## config.mk

```make
export PLATFORM = sky130hd
export DESIGN_NAME = instr_fetch_unit
export DESIGN_NICKNAME = d
export VERILOG_FILES = /design/src/rtl/core_pkg.sv /design/src/rtl/fetch_queue.sv /design/src/rtl/instr_fetch_unit.sv
export SDC_FILE = /design/constraint.sdc
export NUM_CORES = 1
export LEC_CHECK = 0
export BUFFER_PORTS_ARGS = -buffer_cell sky130_fd_sc_hd__buf_2
export CORE_MARGIN = 10
export CORE_UTILIZATION = 55
export CTS_CLUSTER_DIAMETER = 150
export DETAILED_ROUTE_END_ITERATION = 8
export PLACE_DENSITY = 0.79
export SETUP_SLACK_MARGIN = 0.2
export SLEW_MARGIN = 25
export SYNTH_ARGS = -nofsm -noshare
export SYNTH_HDL_FRONTEND = slang
export SYNTH_SLANG_ARGS = --single-unit
```

## constraint.sdc

```tcl
create_clock -name clk -period 8.85 [get_ports clk]
set_input_delay 1.77 -clock clk [delete_from_list [all_inputs] [get_ports clk]]
set_output_delay 1.77 -clock clk [all_outputs]
set_load 0.005 [all_outputs]
```

## src/rtl/core_pkg.sv

```systemverilog
`default_nettype none
// ============================================================================
//  Module      : core_pkg
//  Description : Shared core types and constants. Defines the machine word
//                widths, the default reset PC and the prefetch-queue entry
//                type {pc, instr}, plus a word-alignment helper.
//  Revision    : 1.0  initial release
// ============================================================================
package core_pkg;

    localparam int XLEN = 32;
    localparam int ILEN = 32;
    localparam logic [XLEN-1:0] RESET_PC_DEFAULT = 32'h0000_0000;

    typedef struct packed {
        logic [XLEN-1:0] pc;
        logic [ILEN-1:0] instr;
    } fetch_entry_t;

    // Clears the two byte-offset bits so every fetch is word aligned.
    function automatic logic [XLEN-1:0] word_align(input logic [XLEN-1:0] addr);
        return {addr[XLEN-1:2], 2'b00};
    endfunction

endpackage : core_pkg
`default_nettype wire

```

## src/rtl/fetch_queue.sv

```systemverilog
`default_nettype none
// ============================================================================
//  Module      : fetch_queue
//  Description : Synchronous FIFO of fetch_entry_t with flush. Wrap-around
//                pointers carry one extra bit to tell full from empty.
//  Ports       : clk, rst       - clock, synchronous active-high reset
//                i_flush        - drop all entries (wins over push/pop)
//                i_push/i_data  - write one entry
//                i_pop          - retire head entry (ignored when empty)
//                o_head         - current head entry (from storage)
//                o_empty/o_full - status, o_count - occupancy
//  Revision    : 1.0  initial release
// ============================================================================
module fetch_queue
    import core_pkg::*;
#(
    parameter int DEPTH = 2
) (
    input  logic                   clk,
    input  logic                   rst,
    input  logic                   i_flush,
    input  logic                   i_push,
    input  fetch_entry_t           i_data,
    input  logic                   i_pop,
    output fetch_entry_t           o_head,
    output logic                   o_empty,
    output logic                   o_full,
    output logic [$clog2(DEPTH):0] o_count
);

    localparam int c_pw = $clog2(DEPTH);

    fetch_entry_t      r_mem [DEPTH];
    logic [c_pw:0]     r_wr_ptr;
    logic [c_pw:0]     r_rd_ptr;
    logic              w_do_pop;

    assign o_count = r_wr_ptr - r_rd_ptr;
    assign o_empty = (r_wr_ptr == r_rd_ptr);
    assign o_full  = (r_wr_ptr[c_pw] != r_rd_ptr[c_pw]) &&
                     (r_wr_ptr[c_pw-1:0] == r_rd_ptr[c_pw-1:0]);
    assign o_head  = r_mem[r_rd_ptr[c_pw-1:0]];
    assign w_do_pop = i_pop && !o_empty;

    // Storage needs no reset: it is only visible through a non-empty head.
    always_ff @(posedge clk) begin
        if (i_push && !i_flush) begin
            r_mem[r_wr_ptr[c_pw-1:0]] <= i_data;
        end
    end

    always_ff @(posedge clk) begin
        if (rst || i_flush) begin
            r_wr_ptr <= '0;
            r_rd_ptr <= '0;
        end else begin
            if (i_push) begin
                r_wr_ptr <= r_wr_ptr + 1'b1;
            end
            if (w_do_pop) begin
                r_rd_ptr <= r_rd_ptr + 1'b1;
            end
        end
    end

endmodule : fetch_queue
`default_nettype wire

```

## src/rtl/instr_fetch_unit.sv

```systemverilog
`default_nettype none
// ============================================================================
//  Module      : instr_fetch_unit
//  Description : In-order instruction fetch with a small prefetch queue.
//                Issues word-aligned reads over req/gnt + rvalid, tags each
//                returned word with its PC and presents it via valid/ready.
//                Redirects flush the queue and squash in-flight responses.
//  Ports       : clk, reset                 - clock, sync active-high reset
//                redirect, redirect_pc      - restart fetch at a new PC
//                instr_valid/ready, instr, instr_pc - core-side handshake
//                imem_req/addr/gnt          - request channel
//                imem_rvalid/rdata          - in-order response channel
//  Revision    : 1.0  initial release
// ============================================================================
module instr_fetch_unit
    import core_pkg::*;
#(
    parameter int              DEPTH           = 2,
    parameter int              MAX_OUTSTANDING = 2,
    parameter logic [XLEN-1:0] RESET_PC        = RESET_PC_DEFAULT
) (
    input  logic            clk,
    input  logic            reset,
    input  logic            redirect,
    input  logic [XLEN-1:0] redirect_pc,
    input  logic            instr_ready,
    output logic            instr_valid,
    output logic [ILEN-1:0] instr,
    output logic [XLEN-1:0] instr_pc,
    output logic            imem_req,
    output logic [XLEN-1:0] imem_addr,
    input  logic            imem_gnt,
    input  logic            imem_rvalid,
    input  logic [ILEN-1:0] imem_rdata
);

    localparam int c_ow  = $clog2(MAX_OUTSTANDING + 1);
    localparam int c_qcw = $clog2(DEPTH) + 1;

    logic [XLEN-1:0] r_fetch_pc;
    logic [XLEN-1:0] r_resp_pc;
    logic [c_ow-1:0] r_outstanding;
    logic [c_ow-1:0] r_discard;

    logic             w_empty;
    logic             w_full;
    logic [c_qcw-1:0] w_count;
    fetch_entry_t     w_head;
    fetch_entry_t     w_push_data;
    logic             w_push;
    logic             w_pop;
    logic             w_issue;
    logic [31:0]      w_credit_used;

    // Queue slots already spoken for: buffered entries plus words in flight.
    // Keeping this below DEPTH means a returning word always has room.
    assign w_credit_used = 32'(w_count) + 32'(r_outstanding);

    assign imem_req  = !reset && !redirect &&
                       (w_credit_used < 32'(DEPTH)) &&
                       (32'(r_outstanding) < 32'(MAX_OUTSTANDING));
    assign imem_addr = r_fetch_pc;
    assign w_issue   = imem_req && imem_gnt;

    assign w_push      = imem_rvalid && (r_discard == '0) && !redirect && !reset;
    assign w_push_data = '{pc: r_resp_pc, instr: imem_rdata};
    assign w_pop       = instr_valid && instr_ready && !redirect;

    fetch_queue #(
        .DEPTH (DEPTH)
    ) u_fetch_queue (
        .clk     (clk),
        .rst     (reset),
        .i_flush (redirect),
        .i_push  (w_push),
        .i_data  (w_push_data),
        .i_pop   (w_pop),
        .o_head  (w_head),
        .o_empty (w_empty),
        .o_full  (w_full),
        .o_count (w_count)
    );

    // Head comes straight from queue storage; masking with valid keeps the
    // outputs at zero whenever nothing is presented (including after reset).
    assign instr_valid = !w_empty;
    assign instr       = w_empty ? '0 : w_head.instr;
    assign instr_pc    = w_empty ? '0 : w_head.pc;

    always_ff @(posedge clk) begin
        if (reset) begin
            r_fetch_pc    <= RESET_PC;
            r_resp_pc     <= RESET_PC;
            r_outstanding <= '0;
            r_discard     <= '0;
        end else if (redirect) begin
            // No issue happens in a redirect cycle, so every word still in
            // flight afterwards belongs to the old stream and must be dropped.
            r_fetch_pc    <= word_align(redirect_pc);
            r_resp_pc     <= word_align(redirect_pc);
            r_outstanding <= r_outstanding - c_ow'(imem_rvalid);
            r_discard     <= r_outstanding - c_ow'(imem_rvalid);
        end else begin
            if (w_issue) begin
                r_fetch_pc <= r_fetch_pc + 32'd4;
            end
            r_outstanding <= r_outstanding + c_ow'(w_issue) - c_ow'(imem_rvalid);
            if (imem_rvalid) begin
                if (r_discard != '0) begin
                    r_discard <= r_discard - 1'b1;
                end else begin
                    r_resp_pc <= r_resp_pc + 32'd4;
                end
            end
        end
    end

endmodule : instr_fetch_unit
`default_nettype wire

```

Word level (Yosys, flattened, before mapping)
Memory sizes are Yosys's and may differ from the RTL's. A register that Yosys moved wholly into a read port is not among the register bits.
Index checks and enable logic that the tools add are counted.
{ "word_totals": {"regBits": 72, "ramBits": 128, "output_inout_bits": 98, "word_cells": 63, "n_memories": 1} }
{ "classes": {"n_addsub": 10, "order_cmp": 2, "eq_ne": 2, "mux": 15, "n_bitwise": 1, "n_reduce_logical": 24} }
{ "memory_table": {"columns": ["memory", "words", "width", "rd", "rd_clocked_by_memory_dff", "write_ports", "line", "text"], "rows": [
  ["u_fetch_queue.r_mem", 2, 64, 1, 1, 1, "fetch_queue.sv:33", "fetch_entry_t r_mem [DEPTH];"]
]} }
{ "ops": {"columns": ["operator", "count"], "rows": [
  ["$mux 32", 7],
  ["$add 32x3->32 const B", 2],
  ["$logic_and 1x1->1", 11],
  ["$mux 2", 4],
  ["$reduce_bool 2->1", 4],
  ["$reduce_and 2->1", 3],
  ["$add 2x1->2 const B", 2],
  ["$mux 1", 4],
  ["$sub 2x1->2", 2],
  ["$add 2x2->3", 1],
  ["$logic_not 1->1", 3],
  ["$lt 3x2->1 const B", 1],
  ["$add 2x1->2", 1],
  ["$eq 2x2->1", 1],
  ["$logic_not 2->1", 1],
  ["$lt 2x2->1 const B", 1],
  ["$ne 2x2->1 const B", 1],
  ["$reduce_or 2->1", 1],
  ["$sub 2x1->2 const B", 1],
  ["$sub 2x2->2", 1],
  ["$logic_or 1x1->1", 1],
  ["$not 1->1", 1]
]} }

Longest topological paths before layout
{ "logic_depth": {"depth_word": 9, "mapped_depth": 16, "mapped_depth_nobuf": 14} }

Hierarchy
Synthesis repeated with hierarchy kept, for this count alone.
{ "hier_totals": {"hier_cells": 748, "area_unflattened_um2": 8968.6} }
{ "by_module_without_submodules": {"columns": ["module", "instances", "cells_each", "area_each_um2", "seq_area_each_um2"], "rows": [
  ["fetch_queue", 1, 231, 4897.2, 3943.8],
  ["instr_fetch_unit", 1, 517, 4071.4, 1281.2]
]} }

Least setup slack after synthesis
Ideal clock, no wire load.
{ "synth_timing": {"kind": "input -> register", "from": "input redirect", "to": "memory u_fetch_queue.r_mem[0][0] (netlist name), enable pin", "setup_ps": 482, "t_arrival_ps": 4985, "slack_ps": 3382, "path_stages": 5, "n_path_buf": 2, "cell_sequence": "clkbuf_1 clkbuf_1 nor2_1 nand2_1 nor2_1"} }
{ "synth_between": {"elab_chain_cells": 6} }
{ "synth_rtl": {"columns": ["element", "line", "text"], "rows": [
  ["from (decl)", "instr_fetch_unit.sv:24", "input logic redirect,"],
  ["$logic_not 1->1 *", "fetch_queue.sv:47, instr_fetch_unit.sv:65", null],
  ["$logic_and 1x1->1 (2 in a row)", "instr_fetch_unit.sv:65", "assign w_push = imem_rvalid && (r_discard == '0) && !redirect && !reset;"],
  ["$logic_and 1x1->1 *", "fetch_queue.sv:47", "if (i_push && !i_flush) begin"],
  ["$mux 1 *", "fetch_queue.sv:47", null],
  ["$mux 1 (not written as such) *", "fetch_queue.sv:48", "r_mem[r_wr_ptr[c_pw-1:0]] <= i_data;"],
  ["to (decl)", "fetch_queue.sv:33", null]
]} }
Every way passes the cells marked *; elsewhere a longest branch is shown, timed or not.

Final worst setup path
{ "layout_timing": {"from": "input reset", "to": "output imem_req"} }
{ "layout_between": {"elab_chain_cells": 4} }
{ "layout_rtl": {"columns": ["element", "line", "text"], "rows": [
  ["from (decl)", "instr_fetch_unit.sv:23", "input logic reset,"],
  ["$logic_not 1->1", "instr_fetch_unit.sv:59", "assign imem_req = !reset && !redirect &&"],
  ["$logic_and 1x1->1 (2 in a row)", "instr_fetch_unit.sv:59", null],
  ["$logic_and 1x1->1", "instr_fetch_unit.sv:60", "(w_credit_used < 32'(DEPTH)) &&"],
  ["to (decl)", "instr_fetch_unit.sv:30", "output logic imem_req,"]
]} }
No other way between the ends.

==> results.md <==
- Most common cell after layout, fill and taps aside: buf_2
- Max FO, Critical Path: 67
- Largest net degree at the start of global routing: 68
- Leakage component of the power: 3.73 nW
- Number of library cell types mapped by synthesis: 51
- Total half-perimeter wirelength after legalization and detailed placement: 13700 um
- Final-report max-slew violation count: 0
- Min Clock Period, post-route: 4810 ps
- Via count: 6481
- Placeable core region: 15200 um2
- Detailed route wirelength on metal3: roughly 2300 um
- Clock buffer count from CTS: 17
- Sequential fraction of the synthesis area: between 50% and 60%
- Overall power of the completed layout: 0.00197 W
- Clk slew on worst S/H paths: 70 ps
- Total of endpoints with negative setup slack in the final report: 0
- Internal power summed over all cells: between 0.0015 and 0.002 W
- Data required time at the worst endpoint: 7080 ps
- Placed cell area: 9490 um2
- Height of the die: 145 um
- Global-route usage over all layers: 19.3%
- Count of clock tree sinks: 193
- Dominant combinational cell family by area after synthesis: simple AND/OR/NAND/NOR gates
- Sequential share of power: 52.2%
- Wire length per cell after detailed routing: 18.3 um
- Cell Area, Synth: about 8500 um2
- Clock tree from TritonCTS: built
- Highest clock frequency the design can meet: 208 MHz
- Proportion of register bits with asynchronous set or reset after synthesis: 0%
- Element type at the critical path end: primary output
- Total of hold buffers inserted after clock tree synthesis: 0
- Root Buffer: clkbuf_16
- Total of buffers placed on input and output ports: approximately 160
- Logic pwr share: approximately 9.0%
- Starting Density: 56.2%
- Clock latency reported for the late side of the worst-skew pair: 430 ps
- Area growth, synth to finish: 18.3%
- Final hold violation count: 0
- Global-route wire length before repair: roughly 31000 um
- Outcome: finished, final reports clean
- Worst-Margin Slew: 995 ps
- Synth Area in XOR/XNOR: 4.92%
- Top Metal Used: met4
- Crit share post-route: around 54%
- Number of DRC violations after detailed-routing iteration 0: 492
- Share of cell area taken by muxes after synthesis: 7.76%
- Normalized max-slew margin: 33.6%
- Non-Filler Cell Area, Final: 10100 um2
- Reported net switching power: roughly 0.00046 W
- Worst clock skew: 7.14 ps
- Switching part of the total power: 23.5%
- Die width: 145 um
- Critical path type: input pin to primary output
- Count of nets left with antenna violations after detail routing: 0
- Initial antenna violation count: 0
- Worst min path class: flip-flop to flip-flop
- Die area: 20900 um2
- Setup repair bufs after CTS: 0
- Cell Rows: 45
- Worst hold slack: roughly 510 ps
- Maximum number of buffers from clock root to sink: 2
- Vias in the first global route: 6029
- GR Overflow Total: 0
- H-tree lvl count: 4
- Drc violations: 0
- Number of register bits inferred by synthesis: 193
- Post-synthesis share of cell area spent on and, or, nand and nor gates: around 16%
- Power per standard cell area: 195 nW/um2
- Setup crit start kind: input pin
- Setup repair after global routing missed its margin: false
- Avg Inst Size Synth: about 11 um2
- Clock share of power: 38.8%
- Worst IR Drop VDD: 0.158 mV
- Top flip-flop cell by instance count after synthesis: edfxtp_1
- Routability cong.: 0.924
- Total wirelength of the detailed-routed design: 20400 um
- Final net count: 990
- PostCTS Resize Cnt: 0
- Via count normalized by instance count: slightly below 6
- Count of inserted antenna diode cells: 0
- Number of cells produced by synthesis: 765
- Worst Path Arrival: 3040 ps
- I/O pin total: 168
- Number of synthesized flops with an enable pin: approximately 120
- M1 WL: ~8800 um
- Total of max-cap violations: 0
- Number of warnings printed during yosys synthesis: 0
- Number of iterations in the first detailed-routing pass: 5
- Adder-cell share of the synthesized area: 1.26%
- Most frequent cells in the layout: buf_2 (161), edfxtp_1 (124), nor2_1 (112)
- Synth Area in Compound Gates: 7.79%
- Share of final-layout standard cells stronger than drive strength 1: 22.9%
- Routed length on met2: 9000 um
- Aggregate negative setup slack: 0 ps
critical path, cell delays in order:
cell and delay, ps:
buf_2 90, buf_4 330, or2_2 500, nor3_1 190, buf_2 140
flip-flops by register name, summed over array words and instances, names as in the netlist, named ones only:
signal / flops
u_fetch_queue.r_mem: 124
imem_addr: 30
r_resp_pc: 30
r_discard: 2
r_outstanding: 2
u_fetch_queue.r_rd_ptr: 2
u_fetch_queue.r_wr_ptr: 2
worst paths after layout:
kind | startpoint | endpoint | slack [ps] | cells past startpoint
max | reset | imem_req | 4040 | 5
max reg2reg | u_fetch_queue.r_wr_ptr[0] | r_outstanding[1] | 4480 | 14
min | r_resp_pc[31] | u_fetch_queue.r_mem[0][63] | 510 | 0
min reg2reg | r_resp_pc[31] | u_fetch_queue.r_mem[0][63] | 510 | 0
synth_stat cells (2+ instances only):
cell      instances  area, um2
o211ai_1          4       30.0
nor2_1          114        428
o21ai_0          10       50.1
nand2_1          56        210
mux2_2            2       22.5
o21bai_1          2       15.0
or3_1             4       25.0
nand3_1          26        130
ha_1              7       87.6
clkbuf_1         35        131
inv_1            16       60.1
buf_2             2       10.0
nor4_1           10       62.6
xor2_1           34        298
and4_1            2       17.5
nor3_1           12       60.1
a211oi_1         15        113
nand4b_1          2       17.5
xnor2_1          14        123
a221oi_1          2       17.5
edfxtp_1        124       3720
a21o_1            4       30.0
buf_1             3       11.3
nor3b_1           2       15.0
and2_1            6       37.5
a21boi_0          2       15.0
mux2i_1          64        641
dfxtp_1          69       1380
buf_4             4       30.0
nand2b_1          3       18.8
a31oi_1          15       93.8
a22oi_1           4       30.0
o22ai_1          12       75.1
and3_1            6       37.5
nand4_1          32        200
a21oi_1          30        150
o311a_1           2       20.0
power by group through the flow:
stage | Sequential, W | Clock, W | Combinational (W)
global placement | 0.00105 | 0 | 0.000169
global route | 0.00103 | 0.000813 | 0.000197
CTS | 0.00103 | 0.000775 | 0.000175
finish | 0.00103 | 0.000765 | 0.000177
floorplan | 0.00104 | 0 | 0.000107
detailed placement | 0.00105 | 0 | 0.000173
area by class of cell:
| class | count | area, um2 |
|---|---|---|
| well taps | 188 | 235 |
| repair buffers | 169 | 886 |
| fillers | 1172 | 5090 |
| clock inverters | 15 | 168 |
| clock buffers | 17 | 425 |
| inverters | 17 | 63.8 |
| flip-flops and latches | 193 | 5110 |
| multi-input cells | 514 | 3220 |
layer usage:
metal,up-vias,global-route usage [%]
li1,3078,-
met1,3037,26.2
met2,339,28.5
met3,27,6.20
met4,0,6.33
met5,-,0
metrics by stage:
step	std cells	utilization [%]	setup slack, ps
floorplan	768	-	3380
global placement	1080	62.4	4020
detailed placement	1080	62.4	3970
CTS	1112	66.3	4030
global route	1113	66.5	3960
finish	1113	66.5	4040
logic make-up after synthesis:
logic type | Yosys count
other cells | 1
mux | 66
fa+ha+maj | 8
flops | 193
compound gates | 105
xor+xnor | 48
simple gates | 283
buf+inv | 61
(Power assumes the default switching activity.)
